===== src/rtl/display_serial_receiver.sv =====
// Three-wire display bus deserializer: synchronizes data/latch/clock, shifts one bit per
// serial-clock rise and publishes the frame on latch rise. Option macro: DISPLAY_RX_GLITCH_FILTER_EN.
module display_serial_receiver #(
  parameter int FRAME_BITS  = 48,
  parameter bit MSB_FIRST   = 1'b1,
  parameter int SYNC_STAGES = 2
) (
  input  logic                                i_clk,
  input  logic                                i_reset_n,
  input  logic                                i_en,
  input  logic                                i_serial_data,
  input  logic                                i_serial_latch,
  input  logic                                i_serial_clk,
  output logic [FRAME_BITS-1:0]               o_frame,
  output logic                                o_frame_valid,
  output logic                                o_frame_error,
  output logic [$clog2(FRAME_BITS+2)-1:0]     o_bit_count
);

  localparam int CW = $clog2(FRAME_BITS + 2);
  localparam logic [CW-1:0] CNT_FULL = CW'(FRAME_BITS);
  localparam logic [CW-1:0] CNT_OVER = CW'(FRAME_BITS + 1);

  typedef enum logic {ST_IDLE, ST_SHIFT} state_t;

  // Lines are packed {data, latch, clk} so all three see identical delay.
  logic [SYNC_STAGES-1:0] r_sync_data, r_sync_latch, r_sync_clk;
  logic [2:0]             w_sync;
  logic [2:0]             w_line;
  logic [2:0]             r_prev;
  logic                   r_clk_rise, r_latch_rise, r_data_q;

  state_t                 r_state, w_state_nxt;
  logic [FRAME_BITS-1:0]  r_sr, w_sr_nxt, w_sr_shifted, w_frame_nxt;
  logic [CW-1:0]          r_count, w_count_nxt;
  logic                   w_valid_nxt, w_error_nxt;

  // NOTE: every flop here, including the synchronizers, is reset so a mid-frame reset leaves no residue.
  always_ff @(posedge i_clk or negedge i_reset_n) begin
    if (!i_reset_n) begin
      r_sync_data  <= '0;
      r_sync_latch <= '0;
      r_sync_clk   <= '0;
    end else begin
      // NOTE: non-blocking assignments let each stage capture the previous stage's old value.
      r_sync_data  <= {r_sync_data[SYNC_STAGES-2:0],  i_serial_data};
      r_sync_latch <= {r_sync_latch[SYNC_STAGES-2:0], i_serial_latch};
      r_sync_clk   <= {r_sync_clk[SYNC_STAGES-2:0],   i_serial_clk};
    end
  end

  assign w_sync = {r_sync_data[SYNC_STAGES-1], r_sync_latch[SYNC_STAGES-1], r_sync_clk[SYNC_STAGES-1]};

`ifdef DISPLAY_RX_GLITCH_FILTER_EN
  // Output follows a line only after two consecutive agreeing samples.
  logic [2:0] r_filt_last, r_filt;
  logic [2:0] w_agree;

  assign w_agree = ~(w_sync ^ r_filt_last);

  always_ff @(posedge i_clk or negedge i_reset_n) begin
    if (!i_reset_n) begin
      r_filt_last <= '0;
      r_filt      <= '0;
    end else begin
      r_filt_last <= w_sync;
      r_filt      <= (w_agree & w_sync) | (~w_agree & r_filt);
    end
  end

  assign w_line = r_filt;
`else
  assign w_line = w_sync;
`endif

  // Edge pulses are registered together with the data bit to keep them aligned.
  always_ff @(posedge i_clk or negedge i_reset_n) begin
    if (!i_reset_n) begin
      r_prev       <= '0;
      r_clk_rise   <= 1'b0;
      r_latch_rise <= 1'b0;
      r_data_q     <= 1'b0;
    end else begin
      r_prev       <= w_line;
      r_clk_rise   <= i_en & w_line[0] & ~r_prev[0];
      r_latch_rise <= i_en & w_line[1] & ~r_prev[1];
      r_data_q     <= w_line[2];
    end
  end

  generate
    if (MSB_FIRST) begin : g_msb
      assign w_sr_shifted = {r_sr[FRAME_BITS-2:0], r_data_q};
    end else begin : g_lsb
      assign w_sr_shifted = {r_data_q, r_sr[FRAME_BITS-1:1]};
    end
  endgenerate

  always_ff @(posedge i_clk or negedge i_reset_n) begin
    if (!i_reset_n) begin
      r_state       <= ST_IDLE;
      r_sr          <= '0;
      r_count       <= '0;
      o_frame       <= '0;
      o_frame_valid <= 1'b0;
      o_frame_error <= 1'b0;
    end else begin
      r_state       <= w_state_nxt;
      r_sr          <= w_sr_nxt;
      r_count       <= w_count_nxt;
      o_frame       <= w_frame_nxt;
      o_frame_valid <= w_valid_nxt;
      o_frame_error <= w_error_nxt;
    end
  end

  // Shift is applied first; a coincident latch then judges the post-shift count and register.
  always_comb begin
    // NOTE: defaults first so no path leaves a signal unassigned and infers a latch.
    w_state_nxt = r_state;
    w_sr_nxt    = r_sr;
    w_count_nxt = r_count;
    w_frame_nxt = o_frame;
    w_valid_nxt = 1'b0;
    w_error_nxt = 1'b0;

    if (!i_en) begin
      w_state_nxt = ST_IDLE;
      w_count_nxt = '0;
    end else begin
      if (r_clk_rise) begin
        w_sr_nxt    = w_sr_shifted;
        w_state_nxt = ST_SHIFT;
        if (r_state == ST_IDLE) begin
          w_count_nxt = CW'(1);
        end else if (r_count != CNT_OVER) begin
          w_count_nxt = r_count + CW'(1);
        end
      end
      if (r_latch_rise) begin
        if (w_count_nxt == CNT_FULL) begin
          w_frame_nxt = w_sr_nxt;
          w_valid_nxt = 1'b1;
        end else begin
          w_error_nxt = 1'b1;
        end
        w_count_nxt = '0;
        w_state_nxt = ST_IDLE;
      end
    end
  end

  assign o_bit_count = r_count;

endmodule


===== config.mk =====
export PLATFORM = sky130hd
export DESIGN_NAME = display_serial_receiver
export DESIGN_NICKNAME = d
export VERILOG_FILES = /design/src/rtl/display_serial_receiver.sv
export SDC_FILE = /design/constraint.sdc
export NUM_CORES = 1
export LEC_CHECK = 0
export BUFFER_PORTS_ARGS = -buffer_cell sky130_fd_sc_hd__buf_4
export CAP_MARGIN = 0
export CELL_PAD_IN_SITES_DETAIL_PLACEMENT = 1
export CELL_PAD_IN_SITES_GLOBAL_PLACEMENT = 1
export CORE_MARGIN = 2
export CORE_UTILIZATION = 48
export CTS_BUF_LIST = sky130_fd_sc_hd__clkbuf_8 sky130_fd_sc_hd__clkbuf_16
export DETAILED_ROUTE_END_ITERATION = 6
export PLACE_DENSITY = 0.78
export SLEW_MARGIN = 5
export SYNTH_ARGS = -nofsm -noshare
export SYNTH_HDL_FRONTEND = slang
export SYNTH_SLANG_ARGS = --single-unit

===== constraint.sdc =====
create_clock -name i_clk -period 2.8 [get_ports i_clk]
set_clock_uncertainty 0.1 [all_clocks]
set_input_delay 0.42 -clock i_clk [delete_from_list [all_inputs] [get_ports i_clk]]
set_output_delay 0.42 -clock i_clk [all_outputs]
set_load 0.02 [all_outputs]

### Yosys cells after proc, flatten, opt, wreduce, memory -nomap -nowiden

Cells that the tools add are included.

* add/subtract/negate cells: 1
* eq/ne operators: 3
* muxes and demuxes: 16
* bitwise gates (word level): 6
* reductions and logical operators: 1

Operators by type and width (count)
* $mux W48: 1
* $mux W6: 6
* $mux W1: 9
* $add A6 B1 Y6 const B: 1
* $eq A6 B6 Y1 const B: 1
* $ne A6 B6 Y1 const B: 1
* $and A1 B1 Y1: 4
* $ne A3 B1 Y1 const B: 1
* $reduce_and A3 Y1: 1
* $not A1 Y1: 2

* register bits: 116
* bits of input ports: 6
* output and inout port bits: 56
* logic and storage cells: 40

### Longest topological paths before layout

* depth in word-level cells: 9
* mapped depth: 10
* mapped depth without buffers: 7

### Least setup slack after synthesis

No wires, ideal clock.

* kind: flip-flop to flip-flop
* from: reg r_count[1], in the netlist o_bit_count[1]
* to: reg o_frame[11]
* setup time: 0.125 ns
* arrival time: 2.242 ns
* slack: 0.333 ns
* stages on the path, launching flop included: 11
* path buffers: 3
* clock period less this slack: 2.467 ns
* cells stage by stage: dfrtp_1 > buf_2 > inv_1 > ha_1 > and3_1 > a311oi_1 > o2bb2ai_2 > nor4_4 > buf_6 > buf_8 > mux2_4

* word-level cells in the longest chain between the ends: 7

Ends and longest elaborated chain
* start, declared: line 35 `logic [CW-1:0] r_count, w_count_nxt;`
* start signal, assigned: line 110 `r_count <= w_count_nxt;`
* $add A6 B1 Y6 or $ne A6 B6 Y1 (tied branches): line 137, 136
* $mux W6: line 136 `end else if (r_count != CNT_OVER) begin`
* $mux W6: line 134 `if (r_state == ST_IDLE) begin`
* $mux W6 *: line 131 `if (r_clk_rise) begin`
* $mux W6 *: line 127 `if (!i_en) begin`
* $eq A6 B6 Y1 *: line 141 `if (w_count_nxt == CNT_FULL) begin`
* $reduce_and A3 Y1 (no source line) *
* end signal, assigned: line 111 `o_frame <= w_frame_nxt;`
* end, declared: line 14 `output logic [FRAME_BITS-1:0] o_frame,`

Mark *: on every way between the ends. The rest lies on a longest branch, timed or not. The select of a mux whose other input is x is not followed.
A chain may end at the register's enable or synchronous reset.

### Final worst setup path

* from: reg r_count[1], in the netlist o_bit_count[1]
* to: reg o_frame[9]

Same word-level chain as after synthesis.

==> results.ini <==
[yosys]
synth-main-ff-cell=dfrtp_1
async_flop_share_pct=100
yosys_warnings=0
syn_area_per_cell_um2=14.9
syn_nets=355
synthDistinctLibCells=39
postSynthCellCount=347
ys_seq_elements=116
synth_edf_count=0
netlist_area_um2=5170
yosysSeqAreaShare_pct=56.1

[clock_network]
numCtsBuffers=17
htree_levels=4
clk_pin_slew_ps=60
clock_latency_ps=510
cts_tree=yes
numClockSinks=116
cts_buffer_depth=2
cts_root_buf=clkbuf_8

[critical_path]
worst_ep_arrival_time_ps=2980
worst_setup_path_end_kind=flop
reg2reg_depth=9
path_cells=inv_1, ha_1, and3_1, a311oi_1, o2bb2ai_2, nor4_4, buf_4, buf_12, mux2_4
critPathMaxStageDelay_ps=560
startpoint_type=flop
crit_path_top_delay_cell=dfrtp_1
cp-startpoint=o_bit_count[1]
rr_startpoint=o_bit_count[1]
worstPathRequired_ps=3090
worst-setup-path-type=reg -> reg
crit_fanout=24

[finish]
nNetsFinal=427
most-common-layout-cells=mux2_2 (124), dfrtp_1 (115), buf_4 (67)
layout_commonest_cell=mux2_2
diodes=0
fin_area_um2=6510
drive_above_1_share_pct=59.4
area_delta_synth_final_pct=25.7

[worst_hold_path]
hp-start=i_en
worstHoldPathCells=3
hold_class=in -> reg

[floorplanning]
die_area_um2=11600
die_h_um=108
num_rows=37
core_um2=10400
initial_core_util_pct=49.7
die_x_um=108
ios=62

[sta]
slew_headroom_pct=68.9
period_minus_slack_ps=2700
worst_pin_slew_ps=467
fmax_mhz=370
setup_viol=0
finalHoldViolCount=0
rsz0062_at_grt=no
drv_slew=0
tns_ps=0
period_share_pct=96.4

[status]
status=finished clean

[routing]
vias=3077
drtAntennaViolNets=0
wirelength_um=11500
drtIter0Drc=107
drc=0
drt-pass1-iter-count=4
routedWlPerCell_um=20.4
vias_per_cell=5.43

[global_route]
grt_max_degree=56
top_usage_layer=met2
grt_usage_pct=21.1
gr-usage-met2_pct=35.6
met3_usage_pct=6.11
use_met1_pct=26.7
grt_pass1_vias=3403
grt_first_pass_wirelength_um=18600
antenna_found_initial=0
grt_overflow_total=0

[place]
dpl-instance-area_um2=5740
dp_hpwl_um=6310
gp_congestion=0.831
port_buffers=61

[power_and_ir_drop]
leakage_nw=3.25
peakVddDrop_v=0.000417
power_density_nw_per_um2=681

[run]
maxCapViolCount=0

==> through the flow <==
stage / instances / worst slack, ps / util (%) / hold WS [ps] / power, mW
2_1_floorplan: 347 / 333 / - / 24.4 / 1.85
4_1_cts: 564 / 116 / 62.1 / 35.4 / 4.47
5_1_grt: 567 / 4.28 / 62.5 / 59.8 / 4.57
3_3_place_gp: 529 / 263 / 55.1 / 233 / 1.92
3_5_place_dp: 529 / 141 / 55.1 / 238 / 1.93
6_report: 567 / 101 / 62.5 / 62.9 / 4.43
==> flip-flops by register name, summed over array words and instances, names as in the netlist <==
| name | flops |
|---|---|
| r_sync_data | 2 |
| r_sync_clk | 2 |
| r_clk_rise | 1 |
| r_data_q | 1 |
| o_frame | 48 |
| r_sr | 48 |
| o_frame_error | 1 |
| r_latch_rise | 1 |
| r_prev | 2 |
| r_state | 1 |
| o_bit_count | 6 |
| o_frame_valid | 1 |
| r_sync_latch | 2 |
==> timing repair <==
action,in CTS,in global routing
hold buffers,4,0
setup buffers,0,2
resized for setup,0,4
setup endpoints to repair,0,18
hold endpoints to repair,35,0
==> cell usage after synthesis, types with 3 or more instances <==
cell type / n / share of area, %
dfrtp_1: 116 / 56
mux2_2: 124 / 27
nand4_1: 3 / 0.36
clkbuf_1: 7 / 0.51
buf_6: 3 / 0.65
and3_1: 3 / 0.36
buf_4: 4 / 0.58
nand2_1: 9 / 0.65
o21ai_0: 3 / 0.29
buf_2: 4 / 0.39
mux2_4: 20 / 5.8
nor2_1: 13 / 0.94
==> power by group <==
group          total (mW)  switching, mW  leakage (nW)  internal, mW
registers            1.75         0.0387          1.59          1.71
clock network        2.52          0.781         0.331          1.74
logic               0.159         0.0867          1.33        0.0728
==> area by class of cell <==
type | count | area [µm²]
clock buffer | 18 | 428
clock inverter | 13 | 254
fill | 1002 | 3910
tap | 136 | 170
timing repair buffer | 75 | 628
inverter | 2 | 7.51
multi-input combinational | 207 | 2110
sequential | 116 | 2900
==> kinds of logic (layout without fill, tap and decap cells) <==
group | count (synthesis) | count (layout) | synth area share [%]
DFF | 116 | 116 | 56.1
and+or+nand+nor | 43 | 43 | 4.71
AOI/OAI and AO/OA | 17 | 17 | 2.64
buffers and inverters | 24 | 108 | 3.09
adders and majority gates | 2 | 2 | 0.483
muxes | 145 | 145 | 33.0
==> worst max-delay path, delay by kind of cell, from the launching register on <==
family	cells	cell delay [ps]
AO/OA/AOI/OAI	2	610
flip-flops	1	560
buffers and inverters	3	460
multiplexers	1	320
AND/OR/NAND/NOR	2	310
adder cells (fa/ha/maj)	1	200
==> layer usage <==
metal / share of wire (%) / up-vias
li1: - / 1396
met1: 44 / 1610
met2: 52 / 63
met3: 3.9 / 8
met4: 0.98 / 0
met5: 0 / -
==> path summary, 6_finish.rpt <==
path | end | slack (ps)
max | o_frame[9] | 100
min reg2reg | r_sync_data[1] | 250
max in group asynchronous | r_sr[22] | 1520
min | r_clk_rise | 60
min in group asynchronous | o_frame[17] | 320
max reg2reg | o_frame[9] | 100
Note: power is estimated with default switching activity, not from simulation.
